--- src/rtl/muldiv_unit.sv ---
// muldiv_unit: iterative RV32M/RV64M multiply/divide with start/busy/done handshake and flush.
// Define MULDIV_FASTPATH_EN to complete divide-by-zero and signed-overflow divides without iterating.
module muldiv_unit #(
    parameter int XLEN = 32
) (
    input  logic            clk,
    input  logic            rst,
    input  logic            start_i,
    input  logic [2:0]      op_i,
    input  logic [XLEN-1:0] a_i,
    input  logic [XLEN-1:0] b_i,
    input  logic            flush_i,
    output logic            busy_o,
    output logic            done_o,
    output logic [XLEN-1:0] result_o
);
    localparam int CW = $clog2(XLEN + 1);
    localparam logic [XLEN-1:0] MIN = {1'b1, {(XLEN-1){1'b0}}};

    typedef enum logic [1:0] {IDLE, BUSY, DONE} state_e;

    state_e              state_q, state_d;
    logic [CW-1:0]       cnt_q, cnt_d;
    logic [2*XLEN-1:0]   acc_q, acc_d;
    logic [XLEN-1:0]     m_q, m_d, sval_q, sval_d, res_q, res_d;
    logic [2:0]          op_q, op_d;
    logic                neg_q, neg_d, an_q, an_d, spec_q, spec_d;

    logic                sa_en, sb_en, a_neg, b_neg, b_zero, ovf, spec;
    logic [XLEN-1:0]     a_mag, b_mag, spec_val, q_s, r_s, fin;
    logic [XLEN:0]       sum, rem_sh, diff;
    logic [2*XLEN-1:0]   acc_step, prod_s;

    assign sa_en    = op_i[2] ? ~op_i[0] : (op_i[1] ^ op_i[0]);
    assign sb_en    = op_i[2] ? ~op_i[0] : (op_i[1:0] == 2'b01);
    assign a_neg    = sa_en & a_i[XLEN-1];
    assign b_neg    = sb_en & b_i[XLEN-1];
    assign a_mag    = a_neg ? -a_i : a_i;
    assign b_mag    = b_neg ? -b_i : b_i;
    assign b_zero   = (b_i == '0);
    assign ovf      = ~op_i[0] & (a_i == MIN) & (&b_i);
    assign spec     = op_i[2] & (b_zero | ovf);
    assign spec_val = b_zero ? (op_i[1] ? a_i : '1) : (op_i[1] ? '0 : MIN);

    // Low half of acc holds multiplier bits (multiply) or dividend/quotient bits (divide).
    assign sum      = {1'b0, acc_q[2*XLEN-1:XLEN]} + ({1'b0, m_q} & {(XLEN+1){acc_q[0]}});
    assign rem_sh   = {acc_q[2*XLEN-1:XLEN], acc_q[XLEN-1]};
    assign diff     = rem_sh - {1'b0, m_q};
    assign acc_step = op_q[2] ? (diff[XLEN] ? {rem_sh[XLEN-1:0], acc_q[XLEN-2:0], 1'b0}
                                            : {diff[XLEN-1:0], acc_q[XLEN-2:0], 1'b1})
                              : {sum, acc_q[XLEN-1:1]};
    assign prod_s   = neg_q ? -acc_step : acc_step;
    assign q_s      = neg_q ? -acc_step[XLEN-1:0] : acc_step[XLEN-1:0];
    assign r_s      = an_q ? -acc_step[2*XLEN-1:XLEN] : acc_step[2*XLEN-1:XLEN];
    assign fin      = spec_q ? sval_q
                    : ~op_q[2] ? ((op_q[1:0] == 2'b00) ? prod_s[XLEN-1:0] : prod_s[2*XLEN-1:XLEN])
                    : (op_q[1] ? r_s : q_s);

    always_comb begin
        state_d = state_q;
        cnt_d   = cnt_q;
        acc_d   = acc_q;
        m_d     = m_q;
        op_d    = op_q;
        neg_d   = neg_q;
        an_d    = an_q;
        spec_d  = spec_q;
        sval_d  = sval_q;
        res_d   = res_q;
        if (flush_i) begin
            state_d = IDLE;
        end else if (state_q == BUSY) begin
            acc_d = acc_step;
            cnt_d = cnt_q + CW'(1);
            if (cnt_q == CW'(XLEN - 1)) begin
                state_d = DONE;
                res_d   = fin;
            end
        end else if (start_i) begin
            state_d = BUSY;
            cnt_d   = '0;
            acc_d   = {{XLEN{1'b0}}, op_i[2] ? a_mag : b_mag};
            m_d     = op_i[2] ? b_mag : a_mag;
            op_d    = op_i;
            neg_d   = a_neg ^ b_neg;
            an_d    = a_neg;
            spec_d  = spec;
            sval_d  = spec_val;
`ifdef MULDIV_FASTPATH_EN
            if (spec) begin
                state_d = DONE;
                res_d   = spec_val;
            end
`endif
        end else if (state_q == DONE) begin
            state_d = IDLE;
        end
    end

    always_ff @(posedge clk or negedge rst) begin
        if (!rst) begin
            state_q <= IDLE;
            cnt_q   <= '0;
            acc_q   <= '0;
            m_q     <= '0;
            op_q    <= '0;
            neg_q   <= 1'b0;
            an_q    <= 1'b0;
            spec_q  <= 1'b0;
            sval_q  <= '0;
            res_q   <= '0;
        end else begin
            state_q <= state_d;
            cnt_q   <= cnt_d;
            acc_q   <= acc_d;
            m_q     <= m_d;
            op_q    <= op_d;
            neg_q   <= neg_d;
            an_q    <= an_d;
            spec_q  <= spec_d;
            sval_q  <= sval_d;
            res_q   <= res_d;
        end
    end

    assign busy_o   = (state_q == BUSY);
    assign done_o   = (state_q == DONE);
    assign result_o = res_q;
endmodule

--- config.mk ---
export PLATFORM = sky130hd
export DESIGN_NAME = muldiv_unit
export DESIGN_NICKNAME = d
export VERILOG_FILES = /design/src/rtl/muldiv_unit.sv
export SDC_FILE = /design/constraint.sdc
export NUM_CORES = 1
export LEC_CHECK = 0
export CORE_MARGIN = 5
export CORE_UTILIZATION = 60
export DETAILED_ROUTE_END_ITERATION = 8
export GPL_TIMING_DRIVEN = 0
export PLACE_DENSITY = 0.77
export SKIP_CTS_REPAIR_TIMING = 1
export SYNTH_ARGS = -nofsm -noshare
export SYNTH_HDL_FRONTEND = slang
export SYNTH_SLANG_ARGS = --single-unit
--- constraint.sdc ---
create_clock -name clk -period 10.6 [get_ports clk]
set_clock_uncertainty 0.15 [all_clocks]
set_input_delay 2.12 -clock clk [delete_from_list [all_inputs] [get_ports clk]]
set_output_delay 2.12 -clock clk [all_outputs]
set_load 0.05 [all_outputs]
# [Word level (Yosys, flattened, before mapping)]
# Cells that the tools add are included.
[op_classes] add_sub_neg=8 n_eq_ne=6 mux=27 bitwise=12 n_reduce_logical=9
[ops] cell="two-way mux 32 bit" n=13
[ops] cell="two-way mux 64 bit" n=5
[ops] cell="negator 32 bit" n=4
[ops] cell="negator 64 bit" n=1
[ops] cell="adder 32 x 33 -> 33 bit" n=1
[ops] cell="bitwise AND 32 x 33 -> 33 bit" n=1
[ops] cell="subtractor 33 x 32 -> 33 bit" n=1
[ops] cell="equality test 32 bit, second input constant" n=1
[ops] cell="zero test 32 bit" n=1
[ops] cell="AND reduction 32 bit" n=1
[ops] cell="two-way mux 6 bit" n=2
[ops] cell="two-way mux 2 bit" n=5
[ops] cell="adder 6 x 1 -> 6 bit, second input constant" n=1
[ops] cell="equality test 6 x 5 -> 1 bit, second input constant" n=1
[ops] cell="AND reduction 3 bit" n=2
[ops] cell="bitwise AND 1 bit" n=5
[ops] cell="equality test 2 x 1 -> 1 bit, second input constant" n=2
[ops] cell="AND reduction 2 bit" n=2
[ops] cell="nonzero test 4 bit" n=1
[ops] cell="!= test 3 x 2 -> 1 bit, second input constant" n=1
[ops] cell="NOT 1 bit" n=3
[ops] cell="equality test 2 bit, second input constant" n=1
[ops] cell="zero test 2 bit" n=1
[ops] cell="two-way mux 1 bit" n=2
[ops] cell="other kinds (3)" n=4
[totals] ff_bits=174 in_bits=71 output_inout_bits=34 word_cells=72

# [Depth between registers and ports, before layout]
[logic_depth] ltp_word=8 ltp_mapped=24 ltp_nobuf=23

# [Worst setup path before layout]
# Ideal clock, no wire load.
[synth_path] path_kind="register to register" startpoint="register acc_q[0]" endpoint="register res_q[25] (netlist: result_o[25])" setup_time_ns=0.126 arrival_ns=4.649 required_ns=10.324 setup_slack_ns=5.675 path_stages_with_launch=19 n_path_buf=2 path_cell_list="dfrtp_1 clkbuf_1 and2_1 ha_1 fa_1 a21o_2 a221o_1 nand4_2 a21oi_2 or3_1 a311o_1 a31o_1 buf_6 or4_4 or4b_1 a21bo_1 xnor2_1 nand2_1 a221o_1"
[synth_via] elab_chain_cells=8 elab_cells_between_ends=14
[synth_lines] item="start, declared" line="24" rtl="logic [2*XLEN-1:0] acc_q, acc_d;"
[synth_lines] item="start signal, assigned" line="104" rtl="acc_q <= '0;"
[synth_lines] item="start signal, assigned" line="115" rtl="acc_q <= acc_d;"
[synth_lines] item="bitwise AND 32 x 33 -> 33 bit" line="46" rtl="assign sum = {1'b0, acc_q[2*XLEN-1:XLEN]} + ({1'b0, m_q} & {(XLEN+1){acc_q[0]}});"
[synth_lines] item="adder 32 x 33 -> 33 bit" line="46"
[synth_lines] item="two-way mux 64 bit *" line="49" rtl="assign acc_step = op_q[2] ? (diff[XLEN] ? {rem_sh[XLEN-1:0], acc_q[XLEN-2:0], 1'b0}"
[synth_lines] item="negator 64 bit / negator 32 bit (equally long branches)" line="52, 54"
[synth_lines] item="two-way mux 64 bit / two-way mux 32 bit (equally long branches)" line="52, 54"
[synth_lines] item="two-way mux 32 bit (on tied branches)" line="56, 57"
[synth_lines] item="two-way mux 32 bit *" line="56" rtl=": ~op_q[2] ? ((op_q[1:0] == 2'b00) ? prod_s[XLEN-1:0] : prod_s[2*XLEN-1:XLEN])"
[synth_lines] item="two-way mux 32 bit *" line="55" rtl="assign fin = spec_q ? sval_q"
[synth_lines] item="end signal, assigned" line="122" rtl="res_q <= res_d;"
[synth_lines] item="end, declared" line="25" rtl="logic [XLEN-1:0] m_q, m_d, sval_q, sval_d, res_q, res_d;"
# Mark *: on every way between the ends. The rest lies on a longest branch, timed or not.
# A chain may end at the register's enable or synchronous reset.

# [Worst setup path after layout]
[layout_path] startpoint="register op_q[2]" endpoint="register res_q[18] (netlist: result_o[18])"
[layout_via] elab_chain_cells=6 elab_cells_between_ends=11
[layout_lines] item="start, declared" line="26" rtl="logic [2:0] op_q, op_d;"
[layout_lines] item="start signal, assigned" line="117" rtl="op_q <= op_d;"
[layout_lines] item="two-way mux 64 bit" line="49"
[layout_lines] item="negator 64 bit (tied with other cells)" line="52" rtl="assign prod_s = neg_q ? -acc_step : acc_step;"
[layout_lines] item="two-way mux 64 bit (tied with other cells)" line="52"
[layout_lines] item="two-way mux 32 bit (on tied branches)" line="56, 57"
[layout_lines] item="two-way mux 32 bit *" line="56"
[layout_lines] item="two-way mux 32 bit *" line="55"
# Marks and branches as above.

==> reports/metrics.yaml <==
path_delay_family: "buffers and inverters"
clock_latency_ns: 0.47
final_cell_mix: "nand2_1, o21ai_0, nor2_1, a21oi_1, dfrtp_1"
outcome: "finished, violations left"
crit_path_end_kind: "flop"
rsz0062_at_grt: "false"
dpl.hpwl_um: 61440
cts_tree: "done"
slowest_delay_ns: 0.74
drive_gt1_share_pct: 4.877
final.period_utilization_pct: 67.30
syn_nets: 2532
root_buffer: "clkbuf_16"
syn_area_sq_um: 17690
grt_pass1_vias: 19310
place.gp.congestion: 1.091
worst_pin_slew_ns: 1.431
cts.sinks: 174
synth_largest_area_cell: "dfrtp_1"
die_h_um: 181.7
num_io_pins: 105
port_buffers: 103
synth_edf_count: 0
grt_use_met1_pct: 57.59
grtUsageMet2_pct: 64.84
cap_violations: 1
ir_worst_vdd_mv: 0.1224
worstSetupPathType: "reg -> reg"
grt_pass1_wl_um: 116100
relSlewSlack_pct: 2.157
cts_buffers: 17
hold_violations: 0
use_met3_pct: 16.17
path_max_fanout: 10
design.die.area_sq_um: 33020
busiest_layer: "met2"
async_flop_share_pct: 100.0
ant_nets: 0
synth_top_area_share_pct: 24.61
path_buf_inv: 8
num_rows: 62
overflow: 0
synth_area_per_cell_sq_um: 7.415
min_period_ns: 7.134
antenna_found_initial: 2
core_sq_um: 28940
cp_slowest_cell: "clkbuf_1"
area_growth_pct: 12.13
dr.pass1.iters: 7
synth-main-ff-cell: "dfrtp_1"
nets: 2655
routed_wl_um: 77350
drv_slew: 0
clk_pin_slew_ns: 0.07
yosys_warnings: 0
yosysSeqAreaShare_pct: 24.61
max-clock-path-buffers: 2
crit_required_ns: 10.78
path_cells: "buf_2, buf_6, clkbuf_8, clkbuf_8, clkbuf_1, clkbuf_8, clkbuf_1, clkbuf_1, nand3_1, o21ai_0, ha_1, o21ai_0, a31o_2, a2111oi_4, nand3_1, nor2_1, o211ai_1, a221oi_1, o21ai_0"
synth_area_leaders: "dfrtp_1, o21ai_0, nand2_1, a21oi_1, ha_1"
final_common_cell: "nand2_1"
violations: "capacitance limit"
grt_util_all_layers_pct: 45.48
synth_cells: 2386
synth_seq_cells: 174
drtIter0Drc: 3504
dp.cells: 2874
synth_cell_types: 104
power.density_nw_per_um2: 209.6
vias_per_cell: 7.109
hp-class: "reg -> reg"
p_leak_nw: 8.205
vias: 20670
setup_violations: 0
die_w_um: 181.7
cp-start-kind: "flop"
cts-htree-levels: 4
grt_max_degree: 125
power_mw: 4.158
worstPathArrival_ns: 7.31
drc: 0
max_freq_mhz: 140.2
initial_core_util_pct: 61.15
wire_per_inst_um: 26.61
fillCellCount: 2445
instances_no_fill: 2907
==> final timing paths <==
path	startpoint	end	slack, ns	cells after the start
hold / removal	result_o[0]	result_o[0]	0.34	2
setup reg to reg	op_q[2]	result_o[18]	3.47	19
max in group asynchronous	rst	sval_q[21]	7.90	2
min in group asynchronous	rst	acc_q[51]	1.42	1
hold reg to reg	result_o[0]	result_o[0]	0.34	2
setup / recovery	op_q[2]	result_o[18]	3.47	19
==> cell usage after synthesis, types with 6 or more instances <==
cell	n
nand2_1	332
o21ai_0	256
nor2_1	208
a21oi_1	201
dfrtp_1	174
clkbuf_1	101
xnor2_1	100
xor2_1	80
inv_1	79
ha_1	73
nor3_1	63
mux2i_1	56
o31ai_1	56
and2_1	43
nand3_1	42
a211oi_1	37
nand4_1	37
a31oi_1	26
a22o_1	25
o211ai_1	24
and3_1	21
nor4_1	19
a21o_1	18
or3_1	18
nand2b_1	15
or2_2	15
clkbuf_8	14
o22ai_1	14
o41ai_1	14
o21a_1	12
o221ai_1	11
a221oi_1	9
buf_1	9
buf_2	9
nor2b_1	9
o21bai_1	9
or4_1	8
a221o_1	7
nor3b_1	7
a2111oi_0	6
a211o_1	6
mux2_2	6
==> cell type report <==
| type | count | area, sq um | area share [%] |
|---|---|---|---|
| multi-input cells | 1991 | 12320 | 62.08 |
| flip-flops and latches | 174 | 4354 | 21.95 |
| repair buffers | 104 | 1064 | 5.361 |
| plain buffers | 141 | 721.9 | 3.639 |
| well taps | 384 | 480.5 | 2.422 |
| clock buffers | 19 | 432.9 | 2.182 |
| inverters | 80 | 300.3 | 1.514 |
| clock inverters | 13 | 166.4 | 0.8388 |
| diodes | 1 | 2.502 | 0.01261 |
==> registers in the layout (all words and copies together), names as in the netlist <==
signal    flops
acc_q        64
cnt_q         6
result_o     32
sval_q       32
op_q          3
an_q          1
neg_q         1
spec_q        1
state_q       2
m_q          32
==> metrics by stage <==
step	hold WS [ns]	setup TNS (ns)	utilization (%)	worst slack (ns)	cell area, sq um
floorplan	0.2906	0	-	5.675	17690
global placement	0.3157	-0.3584	66.37	-0.01071	19200
detailed placement	0.3298	0	66.48	4.095	19240
CTS	0.3451	0	68.55	4.053	19840
global route	0.3706	0	68.55	3.527	19840
finish	0.3366	0	68.56	3.466	19840
==> cells by family after synthesis <==
family | after synthesis | share of synthesized area [%]
and+or+nand+nor | 866 | 22.76
AOI/OAI and AO/OA | 808 | 29.00
buffers and inverters | 221 | 5.777
xor gates and xnor gates | 180 | 8.910
DFF | 174 | 24.61
adders and majority gates | 75 | 5.389
muxes | 62 | 3.550
==> worst min-delay path, stage by stage (launching register included) <==
cell and delay [ns]:
dfrtp_1 0.35, nand2_1 0.05, o21ai_0 0.06
==> power by group <==
part / internal, mW / switching, mW
logic: 0.855 / 1.74
clock network: 0.357 / 0.319
registers: 0.747 / 0.138
total: 1.96 / 2.20
==> metal layers <==
metal  vias to the layer above  routed length, um
met3                       453              11950
met1                      9544              27430
met4                         4               7078
li1                       8945                  -
met5                         -                 25
met2                      1721              30870
Note: power is estimated with default switching activity, not from simulation.
